`src/rtl/pipe_pkg.sv`:
```
// -----------------------------------------------------------------------------
// pipe_pkg
// Shared types for the elastic inter-stage pipeline registers.
//   pipe_state_t : occupancy state of one pipe_stage_reg instance
//   ifid_t .. memwb_t : packed stage payloads; $bits() of these sets the
//                       WIDTH parameter of the instance between two stages.
// -----------------------------------------------------------------------------
package pipe_pkg;

  // Encoding equals the number of held entries, so it doubles as occupancy.
  typedef enum logic [1:0] {
    EMPTY = 2'd0,
    ONE   = 2'd1,
    TWO   = 2'd2
  } pipe_state_t;

  typedef struct packed {
    logic [31:0] pc;
    logic [31:0] instr;
  } ifid_t;

  typedef struct packed {
    logic [31:0] pc;
    logic [31:0] rs1_val;
    logic [31:0] rs2_val;
    logic [31:0] imm;
    logic [4:0]  rd;
    logic [3:0]  alu_op;
    logic        mem_rd;
    logic        mem_wr;
    logic        reg_wr;
  } idex_t;

  typedef struct packed {
    logic [31:0] alu_res;
    logic [31:0] store_val;
    logic [4:0]  rd;
    logic        mem_rd;
    logic        mem_wr;
    logic        reg_wr;
  } exmem_t;

  typedef struct packed {
    logic [31:0] wb_val;
    logic [4:0]  rd;
    logic        reg_wr;
  } memwb_t;

endpackage

```
`src/rtl/sat_counter.sv`:
```
// -----------------------------------------------------------------------------
// sat_counter
// W-bit up counter that sticks at its all-ones value.
//   CLK   : clock, rising edge
//   RST   : synchronous active-high clear
//   inc   : count this cycle
//   count : current value, 0 .. 2^W-1
// -----------------------------------------------------------------------------
module sat_counter #(
  parameter int W = 16
) (
  input  logic         CLK,
  input  logic         RST,
  input  logic         inc,
  output logic [W-1:0] count
);

  // NOTE: sequential state uses non-blocking assignment so every flop samples
  // pre-edge values regardless of block evaluation order.
  always_ff @(posedge CLK) begin
    if (RST) begin
      count <= '0;
    end else if (inc && (count != '1)) begin
      count <= count + 1'b1;
    end
  end

endmodule

```
`src/rtl/pipe_stage_reg.sv`:
```
// -----------------------------------------------------------------------------
// pipe_stage_reg
// Elastic valid/ready pipeline register between two datapath stages, with an
// optional two-entry skid buffer, bubble-inserting flush and a saturating
// stall-cycle counter.
//   CLK, RST            : clock / synchronous active-high reset
//   flush               : drop all held entries and any incoming payload
//   in_valid/in_ready   : upstream handshake, in_data payload
//   out_valid/out_ready : downstream handshake, out_data payload ('0 if empty)
//   occupancy           : entries held (0..2)
//   stall_cnt           : cycles with out_valid & ~out_ready, saturating
// Parameters: WIDTH payload bits, SKID (1 = registered in_ready, two entries;
// 0 = one entry, combinational in_ready), CNT_W stall counter width.
// -----------------------------------------------------------------------------
module pipe_stage_reg
  import pipe_pkg::*;
#(
  parameter int WIDTH = 32,
  parameter int SKID  = 1,
  parameter int CNT_W = 16
) (
  input  logic             CLK,
  input  logic             RST,
  input  logic             flush,
  input  logic             in_valid,
  output logic             in_ready,
  input  logic [WIDTH-1:0] in_data,
  output logic             out_valid,
  input  logic             out_ready,
  output logic [WIDTH-1:0] out_data,
  output logic [1:0]       occupancy,
  output logic [CNT_W-1:0] stall_cnt
);

  pipe_state_t      r_state, w_state_nxt;
  logic [WIDTH-1:0] r_main, w_main_nxt;
  logic [WIDTH-1:0] r_skid, w_skid_nxt;
  logic             w_in_accept;
  logic             w_out_xfer;
  logic             w_stall;

  // Payload registers are cleared whenever their entry goes invalid, so the
  // main register can drive out_data directly and still read '0 when empty.
  assign out_valid = (r_state != EMPTY);
  assign out_data  = r_main;
  assign occupancy = r_state;

  // A payload offered during flush is dropped even if in_ready is high.
  assign w_in_accept = in_valid & in_ready & ~flush;
  assign w_out_xfer  = out_valid & out_ready;
  assign w_stall     = out_valid & ~out_ready;

  generate
    if (SKID != 0) begin : g_skid
      // in_ready decodes state only, cutting the out_ready -> in_ready path.
      assign in_ready = (r_state != TWO);

      always_ff @(posedge CLK) begin
        if (RST) begin
          r_skid <= '0;
        end else begin
          r_skid <= w_skid_nxt;
        end
      end
    end else begin : g_noskid
      assign in_ready = out_ready | ~out_valid;
      assign r_skid   = '0;
    end
  endgenerate

  always_comb begin
    // NOTE: every output of this block gets a default first, so no path can
    // leave one unassigned and infer a latch.
    w_state_nxt = r_state;
    w_main_nxt  = r_main;
    w_skid_nxt  = r_skid;

    if (flush) begin
      w_state_nxt = EMPTY;
      w_main_nxt  = '0;
      w_skid_nxt  = '0;
    end else begin
      case (r_state)
        EMPTY: begin
          if (w_in_accept) begin
            w_state_nxt = ONE;
            w_main_nxt  = in_data;
          end
        end
        ONE: begin
          if (w_in_accept && w_out_xfer) begin
            w_main_nxt = in_data;
          end else if (w_in_accept) begin
            // Without a skid buffer in_ready equals out_ready here, so an
            // accept always coincides with a drain and this branch is dead.
            w_state_nxt = TWO;
            w_skid_nxt  = in_data;
          end else if (w_out_xfer) begin
            w_state_nxt = EMPTY;
            w_main_nxt  = '0;
          end
        end
        TWO: begin
          if (w_out_xfer) begin
            w_state_nxt = ONE;
            w_main_nxt  = r_skid;
            w_skid_nxt  = '0;
          end
        end
        default: begin
          w_state_nxt = EMPTY;
          w_main_nxt  = '0;
          w_skid_nxt  = '0;
        end
      endcase
    end
  end

  // NOTE: the payload registers are reset along with the state because
  // out_data is taken straight from r_main and must read '0 after reset.
  always_ff @(posedge CLK) begin
    if (RST) begin
      r_state <= EMPTY;
      r_main  <= '0;
    end else begin
      r_state <= w_state_nxt;
      r_main  <= w_main_nxt;
    end
  end

  sat_counter #(
    .W(CNT_W)
  ) u_stall_cnt (
    .CLK  (CLK),
    .RST  (RST),
    .inc  (w_stall),
    .count(stall_cnt)
  );

endmodule

```
`config.mk`:
```
export PLATFORM = sky130hd
export DESIGN_NAME = pipe_stage_reg
export DESIGN_NICKNAME = d
export VERILOG_FILES = /design/src/rtl/pipe_pkg.sv /design/src/rtl/sat_counter.sv /design/src/rtl/pipe_stage_reg.sv
export SDC_FILE = /design/constraint.sdc
export NUM_CORES = 1
export LEC_CHECK = 0
export ABC_AREA = 1
export CAP_MARGIN = 20
export CORE_MARGIN = 2
export CORE_UTILIZATION = 40
export CTS_CLUSTER_SIZE = 30
export DETAILED_ROUTE_END_ITERATION = 8
export GPL_TIMING_DRIVEN = 1
export PLACE_DENSITY = 0.76
export SYNTH_ARGS = -nofsm -noshare
export SYNTH_HDL_FRONTEND = slang
export SYNTH_SLANG_ARGS = --single-unit
```
`constraint.sdc`:
```
create_clock -name CLK -period 1.9 [get_ports CLK]
set_input_delay 0.19 -clock CLK [delete_from_list [all_inputs] [get_ports CLK]]
set_output_delay 0.19 -clock CLK [all_outputs]
set_load 0.01 [all_outputs]
```
==> flow_summary.yaml <==
die:
  fp-row-count: 36
  die_w_um: 104
  dieArea_um2: 10700
  core_area_um2: 9730
  floorplan.initialDensity_pct: 40.8
  die_y_um: 104
  ios: 89
synth:
  synth_top_area_share_pct: 41.3
  syn_area_um2: 3970
  yosysWarningCount: 0
  ys_top_cells_by_area: "dfxtp_1 41%, nand2_1 20%, a21oi_1 7.9%, nor2_1 6.5%, o21ai_0 4.5%"
  synth_edf_count: 0
  yosys.cell_types.count: 28
  syn_inst: 590
  synth_nets: 628
  yosys.area.top_type: "dfxtp_1"
  ys_seq_area_share_pct: 41.3
  async_reset_ff_share_pct: 0
  ys.flop_type: "dfxtp_1"
  avgSynthCellArea_um2: 6.74
  ys_ff_latch: 82
drt:
  wl_per_cell_um: 13.2
  antenna_left: 0
  drt_iter0_drc: 200
  num_vias: 4106
  drt_wl_total_mm: 10.8
  viasPerCell: 5.04
  drt-pass1-iter-count: 5
  drc: 0
timing:
  fin_skew_ps: 8.98
  setup_viol_count_final: 0
  worstMarginPinSlew_ps: 533
  max_freq_mhz: 564
  rsz0062_at_grt: "false"
  period_minus_slack_ps: 1770
  final-hold-violation-count: 0
  slew_viol_final: 0
  max-slew-margin-rel_pct: 64.4
  final.setup.tns_ps: 0
  period_share_pct: 93.3
  hold_ws_ps: 439
global_route:
  grt_max_degree: 33
  grt_pass1_wl_mm: 18.5
  grt_antenna_before_repair: 0
  grt_pass1_vias: 3976
  grt_overflow: 0
  grt.total_usage_pct: 20.7
clocking:
  cts_resized: 0
  tritoncts: "built"
  hold_buffers: 0
  clockRootBuffer: "clkbuf_8"
  cts_buffers: 9
  insertion_delay_ps: 360
  clk_pin_slew_ps: 80
  cts.sinks: 82
  clockBufferDepth: 2
  post-cts-setup-buffers: 0
  h-tree-depth: 3
run_status:
  status: "finished clean"
worst_setup_path:
  start_kind: "flip-flop"
  cp_cell_sequence: "nor2_4 -> inv_1 -> clkdlybuf4s50_1"
  cp.buffers_inverters: 2
  slowest_delay_ps: 550
  critPathMaxFanout: 6
  worstSetupPathType: "flip-flop to output pin"
  critical-path-top-delay-family: "buffers and inverters"
  cp.required_ps: 1710
  critPathSlowestCell: "clkdlybuf4s50_1"
  crit_arrival_ps: 1580
  critPathCaptureType: "output pin"
pwr:
  power_frac_clock_pct: 38.3
  combPwrFrac_pct: 11.2
  p_switching_mw: 0.892
  ir_drop_mv: 0.355
  internal_power_mw: 2.61
  swShare_pct: 25.5
  p_leak_nw: 1.96
  power_density_nw_per_um2: 674
  power_frac_seq_pct: 50.4
job:
  cap_viol_max_count: 0
place:
  hpwlAfterDp_mm: 7.53
  port_buffers: 88
  place.gp.congestion: 0.837
finish:
  drive_gt1_share_pct: 8.08
  fin_nets: 714
  n_fill_cell: 974
  layout_common_cells: "216 x nand2_1, 88 x clkdlybuf4s50_1, 82 x dfxtp_1, 69 x nor2_1, 63 x a21oi_1"
  layout_commonest_cell: "nand2_1"
  syn_to_final_growth_pct: 30.9
  n_antenna_cell: 0
worst_hold_path:
  hp-class: "input port to flip-flop"
[synth_stat cells (2+ instances only)]
master	instances
buf_6	9
o21ai_1	3
xnor2_1	4
nand4_1	5
nand2_2	2
a211oi_1	3
nor2_1	69
inv_1	23
nand2_1	216
a21oi_1	63
clkbuf_1	10
buf_2	9
inv_2	5
o21ai_0	36
nor2_2	3
buf_4	3
xor2_1	3
a211oi_2	6
nand3_1	28
dfxtp_1	82
[logic make-up after synthesis]
logic type	count (synthesis)	synth area share, %
XOR/XNOR	7	1.54
buffers and inverters	60	7.93
flip-flops	82	41.3
AO/OA/AOI/OAI	113	15.9
adder cells (fa/ha/maj)	1	0.315
AND/OR/NAND/NOR	327	33.0
[cell type report]
type	instances	area [um^2]	area share, %
multi-input cells	448	2020	38.8
flip-flops and latches	82	1640	31.6
repair buffers	106	1050	20.3
well taps	133	166	3.20
clock buffers	11	151	2.91
inverters	29	109	2.09
clock inverters	5	61.3	1.18
[worst reg2reg max path, cell delays in order (launching register included)]
cell and delay (ps):
dfxtp_1 450, ha_1 220, nand3_1 120, inv_1 140, nand2_1 80, o21ai_2 200
buf_4 180, nand2_1 60, a21oi_1 150
[metal layers]
layer  up-vias  GRT usage [%]  routed length [um]
met5         -              0                   0
met4         0           6.76                 164
met3        19           5.29                 625
met2       128           34.3                5070
met1      1888           26.3                4920
li1       2071              -                   -
[stage by stage]
stage               utilization (%)  area [um^2]  std cells  total power, mW  setup WS (ps)
floorplan                         -         3970        590             2.02            181
global placement               51.3         4990        798             2.19            139
detailed placement             51.3         4990        798             2.20           46.0
CTS                            53.4         5200        814             3.53            108
global route                   53.4         5200        814             3.66           35.7
finish                         53.4         5200        814             3.50            126
[final timing paths]
check | from | endpoint | slack (ps) | cells past startpoint
setup / recovery | occupancy[1] | out_valid | 130 | 3
hold reg to reg | out_data[31] | out_data[31] | 470 | 2
hold / removal | in_data[6] | r_skid[6] | 440 | 3
setup reg to reg | u_stall_cnt.count[0] | u_stall_cnt.count[2] | 250 | 8
[power groups by stage]
stage          Combinational, mW  Clock (mW)  Sequential (mW)
2_1_floorplan              0.207           0             1.81
3_3_place_gp               0.385           0             1.81
3_5_place_dp               0.391           0             1.81
4_1_cts                    0.394        1.37             1.77
5_1_grt                    0.435        1.45             1.77
6_report                   0.394        1.34             1.77
[state kept, by name (all words and copies together), names as in the netlist]
| name | count |
|---|---|
| occupancy | 2 |
| r_skid | 32 |
| out_data | 32 |
| u_stall_cnt.count | 16 |
No activity file was read; power rests on OpenSTA's default activity.
